## config.mk

```make
export PLATFORM = sky130hd
export DESIGN_NAME = cond_exec_unit_flat
export DESIGN_NICKNAME = d
export VERILOG_FILES = /design/src/rtl/cond_exec_unit_if.sv /design/src/rtl/cond_exec_unit.sv /design/src/flat_wrapper.sv
export SDC_FILE = /design/constraint.sdc
export NUM_CORES = 1
export LEC_CHECK = 0
export BUFFER_PORTS_ARGS = -buffer_cell sky130_fd_sc_hd__buf_2
export CAP_MARGIN = 15
export CORE_ASPECT_RATIO = 1.75
export CORE_MARGIN = 2
export CORE_UTILIZATION = 57
export CTS_BUF_LIST = sky130_fd_sc_hd__clkbuf_4 sky130_fd_sc_hd__clkbuf_8
export DETAILED_ROUTE_END_ITERATION = 10
export GPL_ROUTABILITY_DRIVEN = 0
export PLACE_DENSITY = 0.89
export RECOVER_POWER = 100
export SYNTH_ARGS = -nofsm -noshare
export SYNTH_HDL_FRONTEND = slang
export SYNTH_SLANG_ARGS = --single-unit
```

## constraint.sdc

```tcl
create_clock -name clk -period 3.06 [get_ports clk]
set_input_delay 0.306 -clock clk [delete_from_list [all_inputs] [get_ports clk]]
set_output_delay 0.306 -clock clk [all_outputs]
set_load 0.01 [all_outputs]
```

## src/rtl/cond_exec_unit_if.sv

```systemverilog
// Bundle of ALU-flag, branch, predicated-instruction and status signals
// exchanged between the pipeline and cond_exec_unit.
interface cond_exec_unit_if #(
   parameter int BANK_W = 1,
   parameter int CNT_W  = 16
);
   logic [3:0]        flags_in;
   logic              flag_we;
   logic [BANK_W-1:0] flag_wbank;
   logic              br_valid;
   logic [3:0]        br_cond;
   logic [BANK_W-1:0] br_bank;
   logic              ex_valid;
   logic [3:0]        ex_cond;
   logic [BANK_W-1:0] ex_bank;
   logic              pc_src;
   logic              ex_en;
   logic              flush;
   logic [3:0]        flags_out;
   logic [CNT_W-1:0]  br_taken_cnt;

   modport master (
      output flags_in, flag_we, flag_wbank, br_valid, br_cond, br_bank,
             ex_valid, ex_cond, ex_bank,
      input  pc_src, ex_en, flush, flags_out, br_taken_cnt
   );

   modport slave (
      input  flags_in, flag_we, flag_wbank, br_valid, br_cond, br_bank,
             ex_valid, ex_cond, ex_bank,
      output pc_src, ex_en, flush, flags_out, br_taken_cnt
   );
endinterface

```

## src/rtl/cond_exec_unit.sv

```systemverilog
// Banked NZCV flags, ARM condition evaluation for one branch and one
// predicated instruction per cycle, post-branch flush sequencer.
//
// state | meaning
// IDLE  | accepting branches, predicated ops and flag writes
// FLUSH | squashing younger stages; all inputs ignored
module cond_exec_unit #(
   parameter int NBANKS       = 2,
   parameter int BYPASS       = 1,
   parameter int FLUSH_CYCLES = 2,
   parameter int CNT_W        = 16,
   parameter int BANK_W       = (NBANKS > 1) ? $clog2(NBANKS) : 1
) (
   input logic             clk,
   input logic             rst_n,
   cond_exec_unit_if.slave bus
);
   localparam int              CW       = (FLUSH_CYCLES > 0) ? $clog2(FLUSH_CYCLES + 1) : 1;
   localparam logic [CW-1:0]   CNT_LOAD = (FLUSH_CYCLES > 0) ? CW'(FLUSH_CYCLES - 1) : '0;
   localparam logic [BANK_W:0] NB       = (BANK_W + 1)'(NBANKS);

   typedef enum logic {IDLE, FLUSH} state_t;

   state_t           state_q, state_d;
   logic [CW-1:0]    fcnt_q, fcnt_d;
   logic [CNT_W-1:0] cnt_q, cnt_d;
   logic [3:0]       bank_q [NBANKS];
   logic [3:0]       bank_d [NBANKS];

   logic       idle;
   logic [3:0] br_f, ex_f;
   logic       pc_src, ex_en;

   function automatic logic cond_eval(input logic [3:0] cc, input logic [3:0] f);
      logic n, z, c, v, r;
      {n, z, c, v} = f;
      case (cc)
         4'h0:    r = z;
         4'h1:    r = !z;
         4'h2:    r = c;
         4'h3:    r = !c;
         4'h4:    r = n;
         4'h5:    r = !n;
         4'h6:    r = v;
         4'h7:    r = !v;
         4'h8:    r = c & !z;
         4'h9:    r = !c | z;
         4'hA:    r = (n == v);
         4'hB:    r = (n != v);
         4'hC:    r = !z & (n == v);
         4'hD:    r = z | (n != v);
         4'hE:    r = 1'b1;
         default: r = 1'b0;
      endcase
      return r;
   endfunction

   assign idle = (state_q == IDLE);

   // Readers of a nonexistent bank see all-zero flags, bypass included.
   always_comb begin
      br_f = 4'b0000;
      ex_f = 4'b0000;
      if ({1'b0, bus.br_bank} < NB) begin
         if (BYPASS != 0 && bus.flag_we && bus.flag_wbank == bus.br_bank)
            br_f = bus.flags_in;
         else
            br_f = bank_q[bus.br_bank];
      end
      if ({1'b0, bus.ex_bank} < NB) begin
         if (BYPASS != 0 && bus.flag_we && bus.flag_wbank == bus.ex_bank)
            ex_f = bus.flags_in;
         else
            ex_f = bank_q[bus.ex_bank];
      end
   end

   assign pc_src = bus.br_valid & cond_eval(bus.br_cond, br_f) & idle;
   assign ex_en  = bus.ex_valid & cond_eval(bus.ex_cond, ex_f) & idle;

   // The flag write belongs to an older instruction, so it commits even
   // when a branch in the same cycle is taken.
   always_comb begin
      bank_d = bank_q;
      if (idle && bus.flag_we && ({1'b0, bus.flag_wbank} < NB))
         bank_d[bus.flag_wbank] = bus.flags_in;
   end

   always_comb begin
      cnt_d = cnt_q;
      if (pc_src && cnt_q != '1)
         cnt_d = cnt_q + CNT_W'(1);
   end

   always_comb begin
      state_d = state_q;
      fcnt_d  = fcnt_q;
      case (state_q)
         IDLE: begin
            if (pc_src && FLUSH_CYCLES > 0) begin
               state_d = FLUSH;
               fcnt_d  = CNT_LOAD;
            end
         end
         FLUSH: begin
            if (fcnt_q == '0)
               state_d = IDLE;
            else
               fcnt_d = fcnt_q - CW'(1);
         end
         default: state_d = IDLE;
      endcase
   end

   always_ff @(posedge clk or negedge rst_n) begin
      if (!rst_n) begin
         state_q <= IDLE;
         fcnt_q  <= '0;
         cnt_q   <= '0;
         for (int i = 0; i < NBANKS; i++)
            bank_q[i] <= 4'b0000;
      end else begin
         state_q <= state_d;
         fcnt_q  <= fcnt_d;
         cnt_q   <= cnt_d;
         bank_q  <= bank_d;
      end
   end

   assign bus.pc_src       = pc_src;
   assign bus.ex_en        = ex_en;
   assign bus.flush        = (state_q == FLUSH);
   assign bus.flags_out    = bank_q[0];
   assign bus.br_taken_cnt = cnt_q;
endmodule

```

## src/flat_wrapper.sv

```systemverilog
// flat-port wrapper written by rule: the top's interface ports become plain ports
module cond_exec_unit_flat 
#(
   parameter int NBANKS       = 2,
   parameter int BYPASS       = 1,
   parameter int FLUSH_CYCLES = 2,
   parameter int CNT_W        = 16,
   parameter int BANK_W       = (NBANKS > 1) ? $clog2(NBANKS) : 1
)
  (clk, rst_n, bus_flags_in, bus_flag_we, bus_flag_wbank, bus_br_valid, bus_br_cond, bus_br_bank, bus_ex_valid, bus_ex_cond, bus_ex_bank, bus_pc_src, bus_ex_en, bus_flush, bus_flags_out, bus_br_taken_cnt);
  cond_exec_unit_if #(.BANK_W(BANK_W), .CNT_W(CNT_W)) bus_i ();
  input logic clk;
  input logic rst_n;
  input wire logic [$bits(bus_i.flags_in)-1:0] bus_flags_in;
  input wire logic [$bits(bus_i.flag_we)-1:0] bus_flag_we;
  input wire logic [$bits(bus_i.flag_wbank)-1:0] bus_flag_wbank;
  input wire logic [$bits(bus_i.br_valid)-1:0] bus_br_valid;
  input wire logic [$bits(bus_i.br_cond)-1:0] bus_br_cond;
  input wire logic [$bits(bus_i.br_bank)-1:0] bus_br_bank;
  input wire logic [$bits(bus_i.ex_valid)-1:0] bus_ex_valid;
  input wire logic [$bits(bus_i.ex_cond)-1:0] bus_ex_cond;
  input wire logic [$bits(bus_i.ex_bank)-1:0] bus_ex_bank;
  output wire logic [$bits(bus_i.pc_src)-1:0] bus_pc_src;
  output wire logic [$bits(bus_i.ex_en)-1:0] bus_ex_en;
  output wire logic [$bits(bus_i.flush)-1:0] bus_flush;
  output wire logic [$bits(bus_i.flags_out)-1:0] bus_flags_out;
  output wire logic [$bits(bus_i.br_taken_cnt)-1:0] bus_br_taken_cnt;
  assign bus_i.flags_in = bus_flags_in;
  assign bus_i.flag_we = bus_flag_we;
  assign bus_i.flag_wbank = bus_flag_wbank;
  assign bus_i.br_valid = bus_br_valid;
  assign bus_i.br_cond = bus_br_cond;
  assign bus_i.br_bank = bus_br_bank;
  assign bus_i.ex_valid = bus_ex_valid;
  assign bus_i.ex_cond = bus_ex_cond;
  assign bus_i.ex_bank = bus_ex_bank;
  assign bus_pc_src = bus_i.pc_src;
  assign bus_ex_en = bus_i.ex_en;
  assign bus_flush = bus_i.flush;
  assign bus_flags_out = bus_i.flags_out;
  assign bus_br_taken_cnt = bus_i.br_taken_cnt;
  cond_exec_unit #(.NBANKS(NBANKS), .BYPASS(BYPASS), .FLUSH_CYCLES(FLUSH_CYCLES), .CNT_W(CNT_W), .BANK_W(BANK_W)) u_core (.clk(clk), .rst_n(rst_n), .bus(bus_i));
endmodule
```

==> impl_metrics.json <==
{
  "status": "finished clean",
  "die_w_um": 49.1,
  "crit_required_ns": 2.75,
  "syn2layout_area_growth_pct": 14.7,
  "grt_pass1_vias": 1853,
  "grtUsageMet2_pct": 47.3,
  "yosysTopAreaCellShare_pct": 33.3,
  "cts_tree": "built",
  "critPathKind": "reg2out",
  "root_buffer": "clkbuf_8",
  "skew_ns": 0.00173,
  "clk_pin_slew_ns": 0.09,
  "cp-start-kind": "flop",
  "dr.pass1.iters": 4,
  "synth_ff_type": "dfrtp_1",
  "cts_buffers": 3,
  "async_reset_ff_share_pct": 100,
  "critPathBufInv": 3,
  "antenna_found_initial": 0,
  "timing.rr.end": "u_core.bus.br_taken_cnt[1]",
  "antenna_cells": 0,
  "seqCellArea_um2": 677,
  "busiest_layer": "met2",
  "ys_types": 50,
  "die_h_um": 83.0,
  "slowest_delay_ns": 0.47,
  "overflow": 0,
  "hold_buffers": 0,
  "finalHoldViolCount": 0,
  "grt_use_met1_pct": 23.6,
  "grt_pass1_wl_um": 7920,
  "io_buffer_count": 42,
  "fillerInstances": 292,
  "ff2ff_path_depth": 11,
  "slew_headroom_pct": 6.35,
  "track_usage_pct": 24.1,
  "start_util_pct": 59.8,
  "grt_start_max_net_pins": 28,
  "min_period_over_period_pct": 97.8,
  "row_count": 28,
  "whs_ns": 0.340,
  "vdd_ir_drop_max_uv": 423,
  "use_met3_pct": 2.16,
  "drt_iter0_markers": 59,
  "syn-num-nets": 256,
  "critPathCaptureType": "output port",
  "p_leak_nw": 0.983,
  "final_antenna_net_count": 0,
  "clock_sinks": 27,
  "dp_hpwl_um": 3710,
  "yosysWarnings": 0,
  "hold_class": "in2async",
  "slowest_stage": "dfrtp_2",
  "ys_ff_latch": 27,
  "cts_max_level": 1,
  "synth_top_area_cell": "dfrtp_1",
  "synthCells": 234,
  "r2r_start": "u_core.bus.flags_out[0]",
  "setup_viol": 0,
  "max_freq_ghz": 0.334,
  "nNetsFinal": 296,
  "timing.final.max_slew_violations": 0,
  "crit_family": "simple AND/OR/NAND/NOR gates",
  "path_cells": "mux2i_1 -> o211ai_1 -> and4_4 -> or4_4 -> a211oi_2 -> o21ai_1 -> a31oi_1 -> buf_4 -> buf_6 -> buf_6",
  "routedWlPerCell_um": 15.7,
  "powerDensity_nw_per_um2": 600,
  "yosysSeqAreaShare_pct": 33.3,
  "synthesis.area_um2": 2030,
  "io_pins": 43,
  "dr_total_vias": 1997,
  "p_total_mw": 1.40,
  "viasPerCell": 6.28,
  "crit_fanout": 8,
  "clk_path_buf_depth": 2,
  "synth.avg_cell_area_um2": 8.68,
  "drc": 0,
  "arrival_ns": 2.69,
  "drive_above_1_share_pct": 21.2,
  "ys_top_cells_by_area": "dfrtp_1 (33%), xnor2_1 (5.2%), mux2_2 (5.0%), o221ai_1 (4.3%), nand2_1 (3.3%)",
  "core_area_um2": 3400,
  "tightest_slew_ns": 1.40,
  "crit_path_frequent_cell": "buf_6",
  "period_minus_slack_ns": 2.99,
  "r2r_slack_ns": 0.09,
  "clkLatencyLatePin_ns": 0.27,
  "multi_input_area_um2": 1220,
  "wirelength_um": 4980,
  "die_area_um2": 4080,
  "maxCapViolations": 0,
  "synth-edff-count": 0
}
==> per-stage QoR <==
stage | instance area [µm²] | utilization [%] | cells | setup slack, ns | TNS [ns]
final | 2330 | 68.5 | 318 | 0.0686 | 0
after global routing | 2330 | 68.5 | 318 | -0.0721 | -0.170
after CTS | 2310 | 67.9 | 316 | 0.0779 | 0
after detailed placement | 2230 | 65.5 | 308 | 0.000953 | 0
after global placement | 2230 | 65.5 | 308 | 0.0987 | 0
after floorplan | 2030 | - | 234 | 0.414 | 0
==> state kept, by name (all words and copies together), names as in the netlist <==
register / flops
u_core.bus.br_taken_cnt: 16
u_core.bank_q: 4
u_core.bus.flags_out: 4
u_core.fcnt_q: 2
u_core.bus.flush: 1
==> worst register-to-register path, delay by kind of cell (launching register included) <==
family          cells  cell delay, ns
simple gates        3            0.90
buf+inv             2            0.31
compound gates      4            0.65
mux                 2            0.54
flops               1            0.47
==> repair_timing <==
| item | in CTS | in global routing |
|---|---|---|
| pin swaps | 1 | 5 |
| buffers inserted | 4 | 2 |
| endpoints found under the setup margin | 1 | 4 |
| hold endpoints to repair | 0 | 0 |
| gates resized for setup | 3 | 6 |
==> cells in the final DEF, fill, tap and decap left out, types with 4 or more instances in the layout <==
master / synthesis / routed
a21oi_1: 9 / 9
nand2_1: 18 / 18
o221ai_1: 10 / 10
a31oi_1: 4 / 4
inv_1: 10 / 10
nand4_1: 8 / 8
clkbuf_1: 6 / 16
mux2_2: 9 / 9
xnor2_1: 12 / 12
a211oi_1: 6 / 5
dfrtp_1: 27 / 26
nand2b_1: 7 / 7
nor2_1: 10 / 10
nor2b_1: 5 / 5
o21ai_0: 11 / 10
buf_4: 6 / 10
mux2i_1: 5 / 5
buf_2: 2 / 25
nand3_1: 11 / 11
and3_1: 5 / 5
==> final cells by class <==
type                       count  area share, %
multi-input combinational    178           52.6
sequential                    27           29.1
timing repair buffer          53           12.1
tap                           45           2.42
clock buffer                   3           1.77
inverter                      11           1.77
clock inverter                 1          0.215
==> metal layers <==
layer,up-vias,routed length [µm]
li1,947,-
met1,940,1790
met2,88,2790
met3,22,203
met4,0,192
met5,-,0
==> worst max path at each step <==
stage                                       start                           to  cells after the start
after floorplan                       bus_flag_we  u_core.bus.br_taken_cnt[12]                     11
after global placement                bus_br_bank   u_core.bus.br_taken_cnt[1]                     11
after detailed placement              bus_br_bank   u_core.bus.br_taken_cnt[1]                     11
after CTS                 u_core.bus.flags_out[0]                   bus_pc_src                     10
after global routing      u_core.bus.flags_out[0]                   bus_pc_src                     10
final                     u_core.bus.flags_out[0]                   bus_pc_src                     10
==> Yosys cell counts (6+ instances only) <==
| cell | instances |
|---|---|
| dfrtp_1 | 27 |
| nand2_1 | 18 |
| xnor2_1 | 12 |
| nand3_1 | 11 |
| o21ai_0 | 11 |
| inv_1 | 10 |
| nor2_1 | 10 |
| o221ai_1 | 10 |
| a21oi_1 | 9 |
| mux2_2 | 9 |
| nand4_1 | 8 |
| nand2b_1 | 7 |
| a211oi_1 | 6 |
| buf_4 | 6 |
| clkbuf_1 | 6 |
==> power breakdown <==
group	switching [mW]	internal, mW
clock network	0.105	0.0912
logic	0.312	0.309
registers	0.127	0.454
==> cells by family (layout without fill, tap and decap cells) <==
| logic type | count (synthesis) | in the layout | share of synthesized area [%] |
|---|---|---|---|
| adder cells (fa/ha/maj) | 2 | 2 | 1.23 |
| XOR/XNOR | 15 | 15 | 6.47 |
| AO/OA/AOI/OAI | 59 | 59 | 20.0 |
| buffers and inverters | 29 | 68 | 7.39 |
| AND/OR/NAND/NOR | 86 | 86 | 23.0 |
| flip-flops | 27 | 27 | 33.3 |
| multiplexers | 16 | 16 | 8.56 |
(Power assumes the default switching activity.)
